## config.mk

```make
export PLATFORM = sky130hd
export DESIGN_NAME = rptr_empty_lvl
export DESIGN_NICKNAME = d
export VERILOG_FILES = /design/src/rtl/fifo_ptr_pkg.sv /design/src/rtl/gray2bin.sv /design/src/rtl/rptr_empty_lvl.sv
export SDC_FILE = /design/constraint.sdc
export NUM_CORES = 1
export LEC_CHECK = 0
export BUFFER_PORTS_ARGS = -buffer_cell sky130_fd_sc_hd__buf_4
export CORE_AREA = 2 2 48 50
export CTS_CLUSTER_DIAMETER = 80
export DETAILED_ROUTE_END_ITERATION = 10
export DIE_AREA = 0 0 50 52
export PLACE_DENSITY = 0.66
export SYNTH_ARGS = -nofsm -noshare
export SYNTH_HDL_FRONTEND = slang
export SYNTH_HIERARCHICAL = 1
export SYNTH_SLANG_ARGS = --single-unit
```

## constraint.sdc

```tcl
create_clock -name rclk -period 5.1 [get_ports rclk]
set_clock_uncertainty 0.05 [all_clocks]
set_input_delay 1.02 -clock rclk [delete_from_list [all_inputs] [get_ports rclk]]
set_output_delay 1.02 -clock rclk [all_outputs]
set_load 0.01 [all_outputs]
```

## src/rtl/fifo_ptr_pkg.sv

```systemverilog
// fifo_ptr_pkg: pointer-width convention and Gray/binary helpers shared by both FIFO pointer blocks.
// The helpers work at any width up to 32 bits, provided the unused upper bits are zero.
package fifo_ptr_pkg;
  localparam int PTR_EXTRA = 1;
  function automatic int ptr_width(input int addrsize);
    return addrsize + PTR_EXTRA;
  endfunction
  function automatic logic [31:0] bin2gray(input logic [31:0] b);
    return b ^ (b >> 1);
  endfunction
  function automatic logic [31:0] gray2bin(input logic [31:0] g);
    logic [31:0] b;
    b = g;
    for (int i = 30; i >= 0; i--) b[i] = b[i+1] ^ g[i];
    return b;
  endfunction
endpackage

```

## src/rtl/gray2bin.sv

```systemverilog
// gray2bin: combinational Gray-to-binary converter (XOR prefix from the MSB down).
module gray2bin #(
  parameter int W = 4
) (
  input  logic [W-1:0] gray,
  output logic [W-1:0] bin
);
  for (genvar i = 0; i < W; i++) begin : g_bit
    assign bin[i] = ^gray[W-1:i];
  end
endmodule

```

## src/rtl/rptr_empty_lvl.sv

```systemverilog
// rptr_empty_lvl: read-side pointer, empty/almost-empty flags and fill level of the async FIFO.
// Define RPTR_UFLOW_EN to build the sticky underflow flag; otherwise runderflow is tied low.
module rptr_empty_lvl #(
  parameter int ADDRSIZE = 3
) (
  input  logic                rclk,
  input  logic                rrst_n,
  input  logic                rinc,
  input  logic [ADDRSIZE:0]   rq2_wptr,
  input  logic [ADDRSIZE:0]   rae_thresh,
  input  logic                rufl_clr,
  output logic [ADDRSIZE-1:0] raddr,
  output logic [ADDRSIZE:0]   rptr,
  output logic                rempty,
  output logic                rarempty,
  output logic [ADDRSIZE:0]   rlevel,
  output logic                runderflow
);
  localparam int PW = fifo_ptr_pkg::ptr_width(ADDRSIZE);
  localparam int LVLSIZE = PW;
  logic [PW-1:0] rbin, rbinnext, rgraynext, wbin;
  logic [LVLSIZE-1:0] lvlnext;
  logic rd_ok;
  gray2bin #(.W(PW)) u_wg2b (.gray(rq2_wptr), .bin(wbin));
  assign rd_ok = rinc & ~rempty;
  assign rbinnext = rbin + PW'(rd_ok);
  assign rgraynext = PW'(fifo_ptr_pkg::bin2gray(32'(rbinnext)));
  // Modulo subtraction stays correct across the pointer wrap; the extra MSB lets it reach DEPTH.
  assign lvlnext = wbin - rbinnext;
  assign raddr = rbin[ADDRSIZE-1:0];
  always_ff @(posedge rclk or negedge rrst_n) begin
    if (!rrst_n) begin
      rbin     <= '0;
      rptr     <= '0;
      rempty   <= 1'b1;
      rarempty <= 1'b1;
      rlevel   <= '0;
    end else begin
      rbin     <= rbinnext;
      rptr     <= rgraynext;
      rempty   <= (rgraynext == rq2_wptr);
      rarempty <= (lvlnext <= rae_thresh);
      rlevel   <= lvlnext;
    end
  end
`ifdef RPTR_UFLOW_EN
  always_ff @(posedge rclk or negedge rrst_n) begin
    if (!rrst_n) runderflow <= 1'b0;
    else runderflow <= (rinc & rempty) | (runderflow & ~rufl_clr);
  end
`else
  logic unused_ufl_clr;
  assign unused_ufl_clr = rufl_clr;
  assign runderflow = 1'b0;
`endif
endmodule
```

==> impl_metrics.yaml <==
worst_setup_path:
  required_ns: 5.25
  crit_top_cell: "ha_1"
  startpoint_type: "input pin"
  crit_start: "rinc"
  reg2reg_depth: 10
  cp.arrival_ns: 3.29
  max_stage_delay_ns: 0.53
  worstReg2RegStart: "rempty"
  cp.depth: 11
  crit_buf_inv: 2
  crit_chain: "buf_4 > nor2b_1 > ha_1 > ha_1 > fa_1 > inv_1 > ha_1 > nor2b_1 > o21a_1 > o21a_1 > o21ai_0"
  r2r_slack_ns: 2.35
  critPathCapture: "rarempty"
  critPathKind: "in2reg"
  path_max_fanout: 4
  cp-end-kind: "flip-flop"
  worstReg2RegEnd: "rarempty"
  slowest_stage: "fa_1"
  cp_top_family: "adder cells"
cts:
  tritoncts: "built"
  numCtsBuffers: 3
  root_buffer: "clkbuf_4"
  clock_path_buffers: 2
  postCtsResizedCells: 0
  cts_max_level: 1
  numClockSinks: 13
  path_clk_slew_ns: 0.08
  worstSkewPairLatency_ns: 0.28
  cts_hold_buffers: 0
  cts_setup_buffers: 0
sta:
  period_needed_ns: 3.14
  drv_slew: 0
  setup_viol: 0
  fin_crit_sh_pct: 61.6
  hold_violations: 0
  fmaxAchievable_ghz: 0.318
  grt_setup_unrepaired: "false"
  tns_ns: 0
  holdWs_ns: 0.514
synth:
  syn-num-nets: 91
  synthMuxAreaShare_pct: 0
  synth_compound_area_share_pct: 4.12
  syn-cell-area_sq_um: 790
  syn_area_per_cell_sq_um: 11.6
  synth_top_area_share_pct: 34.9
  ys_async_sr_fraction_pct: 100
  synth_top_flop_cell: "dfrtp_1"
  synth-adder-area-share_pct: 18.4
  ys_warn_count: 6
  synthTopCellsByArea: "dfrtp_1, ha_1, xnor2_1, dfstp_2, xor2_1"
  synth_common_cells: "dfrtp_1, inv_1, ha_1"
  synth_simple_gate_area_share_pct: 5.55
  yosysTopAreaCell: "dfrtp_1"
  post_synth_inst_count: 68
  synth-xor-area-share_pct: 22.8
  synth_seq_cells: 13
  synth_top_family_by_area: "XOR/XNOR gates"
  synth_seq_area_share_pct: 41.5
  ys_types: 20
  synth_edf_count: 0
power:
  seqPwrFrac_pct: 25.9
  internal_power_uw: 439
  sw_frac_of_total_pct: 40.4
  peakVddDrop_v: 0.000357
  p_per_area_nw_per_um2: 730
  leakage_uw: 0.000511
  pwr-share-comb_pct: 65.4
  switchingPower_uw: 297
  p_clk_share_pct: 8.7
cells_and_area:
  drive_gt1_share_pct: 34.4
  nNetsFinal: 117
  antennaDiodeCount: 0
  area_growth_pct: 27.7
  n_fill_cell: 195
placed_design:
  globalplace.congestion: 0.678
  io_buffer_count: 23
  dp_hpwl_um: 1010
drt:
  first_iter_violations: 5
  vias: 509
  drc: 0
  postRouteAntennaNets: 0
  vias_per_cell: 4.21
  dr.pass1.iters: 4
  routed_wl_um: 1190
  wl_per_cell_um: 9.87
grt:
  grt_pass1_vias: 475
  gr-total-overflow: 0
  grt_max_degree: 14
  grt_pass1_wl_um: 2050
  grt_usage_pct: 10.9
  antenna_found_initial: 0
floorplanning:
  die_area_sq_um: 2600
  die_h_um: 52
  rows: 17
  fp.dieW_um: 50
  pin_count: 26
  core_area_sq_um: 2110
  start_util_pct: 37.5
job:
  drv_cap: 0
status:
  status: "completed"
worst_hold_path:
  hold_path.class: "in2async"
worst min-delay path by stage:
stage	slack (ns)	to	from	depth (start not counted)
5_1_grt	0.52	rptr[1]	rrst_n	1
3_5_place_dp	0.53	rbin[0]	rbin[0]	1
4_1_cts	0.52	rptr[1]	rrst_n	1
3_3_place_gp	0.53	rbin[0]	rbin[0]	1
2_1_floorplan	0.56	rbin[0]	rbin[0]	1
6_report	0.51	rbin[0]	rrst_n	1
cell families after synthesis:
logic type / count (synthesis)
fa+ha+maj: 11
simple gates: 7
flops: 13
other cells: 1
compound gates: 5
buf+inv: 13
xor+xnor: 18
layout make-up:
class	count	area, sq um	area share, %
inverters	11	41.3	4.09
flip-flops and latches	13	328	32.5
repair buffers	23	173	17.1
clock buffers	4	26.3	2.61
multi-input cells	42	405	40.2
well taps	28	35.0	3.47
metal layers:
layer | GRT usage [%] | vias up | part of all wire, %
li1 | - | 260 | -
met1 | 13.5 | 230 | 43
met2 | 16.4 | 14 | 49
met3 | 2.59 | 5 | 4.3
met4 | 8.33 | 0 | 3.2
met5 | 0 | - | 0
stage by stage:
stage | total power, uW | cells | cell area (sq um) | util [%] | worst slack (ns)
final | 736 | 121 | 1010 | 47.9 | 1.96
after global routing | 807 | 121 | 1010 | 47.9 | 1.84
after CTS | 748 | 121 | 1010 | 47.9 | 1.95
after detailed placement | 683 | 117 | 982 | 46.6 | 1.65
after global placement | 667 | 117 | 982 | 46.6 | 1.68
after floorplan | 536 | 68 | 790 | - | 1.90
power by group through the flow:
stage                     registers (uW)  clock network (uW)  logic, uW
after global placement               192                   0        475
after detailed placement             194                   0        489
after floorplan                      218                   0        318
final                                191                64.3        481
after CTS                            192                66.1        490
after global routing                 197                69.4        541
sequential cells by signal, summed over array words and instances (netlist names):
signal	count
rptr	3
rempty	1
rarempty	1
rlevel	4
rbin	4
layout by cell type, fill, tap and decap left out, drive strengths merged, types with 2 or more instances in the layout:
cell type  count
dfrtp         11
dfstp          2
nor2b          2
o21a           2
buf           23
nand2          2
xnor2         11
clkbuf         4
inv           11
xor2           7
ha            10
No activity file was read; power rests on OpenSTA's default activity.
